$ cat src/rtl/preg_free_list.sv
// Physical-register free list for the rename stage.
// Hands out one free tag per cycle, reclaims tags released at retire and
// rolls speculative allocations back to the committed head on flush.
module preg_free_list #(
    parameter int NUM_PREGS = 64,
    parameter int NUM_AREGS = 32,
    parameter int TAG_W     = 6,
    parameter int DEPTH     = NUM_PREGS - NUM_AREGS
) (
    input  logic                     clk,
    input  logic                     rst,
    input  logic                     alloc_req,
    output logic                     alloc_gnt,
    output logic [TAG_W-1:0]         alloc_preg,
    input  logic                     free_valid,
    input  logic [TAG_W-1:0]         free_preg,
    input  logic                     commit_valid,
    input  logic                     flush,
    output logic [$clog2(DEPTH):0]   free_count,
    output logic                     empty,
    output logic                     full,
    output logic                     err
);

    localparam int AW = $clog2(DEPTH);
    localparam int PW = AW + 1;

    logic [TAG_W-1:0] mem [DEPTH];
    logic [PW-1:0]    head, tail, chead;
    logic [PW-1:0]    head_n, tail_n, chead_n, count_n;
    logic             push, commit_ok, err_n;

    assign alloc_gnt  = alloc_req & ~empty & ~flush;
    assign alloc_preg = mem[head[AW-1:0]];

    // Next-state pointers; a flush rewinds head to the committed head,
    // including a commit that lands in the same cycle.
    always_comb begin
        push      = free_valid & ~full;
        commit_ok = commit_valid & (chead != head);
        chead_n   = chead + PW'(commit_ok);
        tail_n    = tail + PW'(push);
        head_n    = flush ? chead_n : head + PW'(alloc_gnt);
        count_n   = tail_n - head_n;
        err_n     = err | (free_valid & full) | (commit_valid & (chead == head));
    end

    // Pointer, status and sticky error registers.
    always_ff @(posedge clk) begin
        if (rst) begin
            head       <= '0;
            chead      <= '0;
            tail       <= PW'(DEPTH);
            free_count <= PW'(DEPTH);
            empty      <= 1'b0;
            full       <= 1'b1;
            err        <= 1'b0;
        end else begin
            head       <= head_n;
            chead      <= chead_n;
            tail       <= tail_n;
            free_count <= count_n;
            empty      <= (count_n == '0);
            full       <= (count_n == PW'(DEPTH));
            err        <= err_n;
        end
    end

    // Tag storage: preloaded with the unmapped tags, written on release.
    always_ff @(posedge clk) begin
        if (rst) begin
            for (int unsigned i = 0; i < DEPTH; i++)
                mem[i] <= TAG_W'(NUM_AREGS + i);
        end else if (push) begin
            mem[tail[AW-1:0]] <= free_preg;
        end
    end

endmodule
$ cat config.mk
export PLATFORM = sky130hd
export DESIGN_NAME = preg_free_list
export DESIGN_NICKNAME = d
export VERILOG_FILES = /design/src/rtl/preg_free_list.sv
export SDC_FILE = /design/constraint.sdc
export NUM_CORES = 1
export LEC_CHECK = 0
export ABC_AREA = 1
export CORE_UTILIZATION = 62
export DETAILED_ROUTE_END_ITERATION = 7
export PLACE_DENSITY = 0.8
export SLEW_MARGIN = 40
export SYNTH_ARGS = -nofsm -noshare
export SYNTH_HDL_FRONTEND = slang
export SYNTH_SLANG_ARGS = --single-unit
$ cat constraint.sdc
create_clock -name clk -period 3.35 [get_ports clk]
set_clock_uncertainty 0.05 [all_clocks]
set_input_delay 0.5025 -clock clk [delete_from_list [all_inputs] [get_ports clk]]
set_output_delay 0.5025 -clock clk [all_outputs]
set_load 0.01 [all_outputs]
## Word-level counts from Yosys, hierarchy flattened

Memory sizes are Yosys's and may differ from the RTL's. A register that Yosys moved wholly into a read port is not among the register bits.
Index checks and enable logic that the tools add are counted.

- Flip-flop bits (word level): 27
- Bits in writable memories: 192
- Output and inout port bits: 16
- Memories kept: 1

Memory list:

| name | depth | width | read ports | clocked after Yosys merged registers in | write ports | RTL line | text |
|---|---|---|---|---|---|---|---|
| mem | 32 | 6 | 1 | 1 | 32 | 28 | `logic [TAG_W-1:0] mem [DEPTH];` |

- Add/sub/neg operators: 4
- Equal/unequal tests: 3
- Multiplexer cells: 10
- Bitwise operators: 11
- Reductions and logical operators: 2

Operators with widths:

| kind | number |
|---|---|
| $add 6x1->6 | 3 |
| $mux 6 | 2 |
| $mux 5 | 2 |
| $and 1x1->1 | 6 |
| $eq 6x6->1 | 1 |
| $eq 6x6->1 const B | 1 |
| $logic_not 6->1 | 1 |
| $mux 1 | 6 |
| $ne 6x6->1 | 1 |
| $reduce_or 6->1 | 1 |
| $sub 6x6->6 | 1 |
| $not 1->1 | 3 |
| $or 1x1->1 | 2 |

## Logic depth before layout (Yosys ltp)

- Word-level depth: 7
- Mapped depth: 24
- Gate-level depth less buffers: 22

## Least setup slack after synthesis

Ideal clock, no wire load.

- Kind: input port to flip-flop
- From: in flush
- To: reg empty
- Setup time: 0.114 ns
- Data arrival time: 2.871 ns
- Data required time: 3.186 ns
- Slack: 0.315 ns
- Cell stages on the path: 17
- Path through: clkbuf_1 nor3b_1 ha_1 ha_1 inv_1 nor2_1 xor2_1 o21ai_0 ha_1 a21oi_1 o21ai_0 a21oi_1 inv_1 nand3_1 nand2_1 nand2_2 nor2_1

- Longest elaborated chain between the ends: 6

Ends and longest elaborated chain:

| element | RTL line | text |
|---|---|---|
| start: declaration | 18 | `input logic flush,` |
| $not 1->1 | 33 | `assign alloc_gnt = alloc_req & ~empty & ~flush;` |
| $and 1x1->1 | 33 |  |
| named net alloc_gnt | 13 | `output logic alloc_gnt,` |
| $add 6x1->6 | 43 | `head_n = flush ? chead_n : head + PW'(alloc_gnt);` |
| $mux 6 | 43 |  |
| $sub 6x6->6 | 44 | `count_n = tail_n - head_n;` |
| $logic_not 6->1 | 63 | `empty <= (count_n == '0);` |
| end signal: assignment | 63 |  |
| end: declaration | 20 | `output logic empty,` |

The timed path passes the listed nets, and every way through them passes these cells.
A chain may end at the register's enable or synchronous reset.

==> qor.txt <==
I/O Pins = 28
Leak = 4.08 nW
Worst hold start = err
Synthesized area per cell = 9.57 µm²
Detailed Routing Iterations Pass 1 = 6
Layout Nets = 1,142
Crit Path Category = reg2out
Worst hold path depth = 2
Worst Tran Pin Value = 0.580 ns
Worst slew margin = 61.0%
Largest net degree at the start of global routing = 72
Run status = finished clean
Yosys warnings = 0
R2R Path End = full
Antenna cells = 0
Die H = 132 µm
Element type at the critical path end = primary output
Largest family of logic cells by synthesized area = simple AND/OR/NAND/NOR gates
Number of global-route vias before repair = 7,563
Post-synthesis mux area share = 0%
Clk slew on worst S/H paths = 0.05 ns
Tot GR Track Use = 29.7%
Simple-Gate Fraction of Synth Area = 22.1%
Site row count = 47
Clock share of power = 37.1%
FF-to-FF Start = chead[2]
Cts hold-fix bufs = 0
Grt total ovfl = 0
Synth Area in XOR/XNOR = 1.08%
DR iter-0 viols = 1,141
Share of layout cells above drive strength 1 = 12.3%
Clk root buf = clkbuf_16
Req. time, crit path = 2.80 ns
Starting Density = 63.5%
# DRC = 0
Area post-placement = 11,000 µm²
TritonCTS clock tree = done
Initial antenna violation count = 0
Final setup fails = 0
Tcrit/Tclk final = 98.2%
Synthesized area = 10,500 µm²
Pins over their slew limit = 0
Power Total = 0.00680 W
Cell Count, Final, Fillers Out = 1,354
Sequential fraction of the synthesis area = 59.9%
Max-cap violation count = 0
FF-to-FF path depth = 18
Final wirelength = 26,500 µm
NetSw = 0.00181 W
CP startpoint kind = flip-flop
Routability cong. = 0.877
Setup TNS = 0 ns
Most common cell after layout, fill and taps aside = nor2_1
Compound-cell area share of the yosys netlist = 9.09%
Library cells used by synthesis = 32
Core area = 16,600 µm²
CP Max Fanout = 15
Clock buffer depth = 3
Setup slack, reg-to-reg = 0.21 ns
Switching power share of the total = 26.6%
First-pass GRT wire length = 39,600 µm
Max Fclk = 0.304 GHz
Synthesized flop and latch total = 219
CTS sink count = 219
Hold endpoint = err
Die footprint = 17,500 µm²
Placed insts = 1,307
Routed vias/inst = 5.91
Count of final hold-check violations = 0
Post-Synth Adder-Cell Area = 1.50%
Worst-skew pair later-pin latency = 0.52 ns
Design Area, Final = 11,900 µm²
Seq pwr share = 45.5%
Worst Path Arrival = 2.74 ns
Logic gate share of total power = 17.5%
H-tree depth = 1
Most frequent cells in the layout = 227 x nor2_1, 216 x nand2_1, 192 x edfxtp_1
Area growth syn-to-layout = 13.0%
DR vias = 8,008
Worst min-delay path class = reg2reg
Cts bufs inserted = 23
Post-DP HPWL = 15,600 µm
WL per Instance = 19.6 µm
Mapped Cells = 1,100
Final Core Density = 71.7%
Port bufs = 27
PwrDens = 572 nW/µm²
Crit path time final = 3.29 ns
Die Wd = 132 µm
Antenna viol nets, final = 0
Pint = 0.00499 W
Syn nets = 1,124
Peak VDD IR = 342 µV
layout make-up:
class / instances / area [µm²]
Multi-Input combinational cell: 731 / 3570
Sequential cell: 219 / 6310
Clock buffer: 29 / 598
Tap cell: 220 / 275
Clock inverter: 12 / 134
Timing Repair Buffer: 58 / 679
Inverter: 85 / 327
Fill cell: 1203 / 4690
power groups by stage:
stage / clock [W] / sequential (W) / combinational, W
floorplan: 0 / 0.00315 / 0.000675
global placement: 0 / 0.00314 / 0.000999
detailed placement: 0 / 0.00315 / 0.00102
CTS: 0.00252 / 0.00310 / 0.00109
global route: 0.00262 / 0.00310 / 0.00127
finish: 0.00252 / 0.00309 / 0.00119
per-stage QoR:
step / hold slack, ns / worst slack [ns]
floorplan: 0.447 / 0.315
global placement: 0.455 / 0.0940
detailed placement: 0.476 / -0.0847
CTS: 0.485 / 0.00591
global route: 0.519 / -0.0173
finish: 0.475 / 0.0616
Yosys cell counts, drive strengths merged:
library cell | n | area share, %
nand4 | 8 | 0.48
a21oi | 15 | 0.71
xnor2 | 5 | 0.42
clkinv | 1 | 0.047
nor3 | 5 | 0.24
o22ai | 23 | 1.4
xor2 | 8 | 0.67
nor3b | 1 | 0.071
nand3 | 29 | 1.5
fa | 1 | 0.19
inv | 84 | 3.0
nor2 | 262 | 11
nand2 | 225 | 8.5
ha | 11 | 1.3
buf | 29 | 2.0
dfxtp | 27 | 5.1
o211ai | 24 | 1.7
o21ai | 107 | 5.1
edfxtp | 192 | 55
o21bai | 2 | 0.14
or2 | 4 | 0.24
clkbuf | 36 | 1.3
a22oi | 1 | 0.071
how the worst max path moves through the flow:
stage                         start       endpoint  slack [ns]  cells past startpoint
after floorplan               flush          empty        0.32                     17
after global placement    alloc_req          empty        0.09                     17
after detailed placement  alloc_req          empty       -0.08                     17
after CTS                   head[0]  alloc_preg[4]       0.006                     10
after global routing       chead[3]           full       -0.02                     19
final                       head[0]  alloc_preg[4]        0.06                     10
state kept, by name, indices dropped and copies added (netlist names):
| name | flops |
|---|---|
| head | 6 |
| mem | 192 |
| full | 1 |
| err | 1 |
| free_count | 6 |
| chead | 6 |
| empty | 1 |
| tail | 6 |
cell families (layout without fill, tap and decap cells):
group           Yosys count  count (layout)
buf+inv                 150             184
flops                   219             219
fa+ha+maj                12              12
simple gates            534             534
xor+xnor                 13              13
compound gates          172             172
critical path: stages (launching register included):
cell and delay, ns:
dfxtp_4 0.39, buf_16 0.17, inv_4 0.09, clkbuf_16 0.18, o21ai_0 0.18, o21ai_0 0.16, o211ai_1 0.33, nand2_1 0.13
nand2_1 0.08, inv_1 0.04, clkdlybuf4s50_1 0.46
metal layers:
layer / vias to the layer above / GRT usage (%) / routed length [µm]
li1: 3710 / - / -
met2: 511 / 49.5 / 12900
met5: - / 0 / 0
met3: 84 / 4.46 / 2890
met1: 3703 / 39.2 / 9820
met4: 0 / 12.2 / 892
repair_timing:
item                       in CTS  in global routing
gates resized for setup         2                 10
pin swaps                       1                  4
setup endpoints to repair       6                  7
gates cloned                    2                  3
setup buffers                   0                  1
No activity file was read; power rests on OpenSTA's default activity.
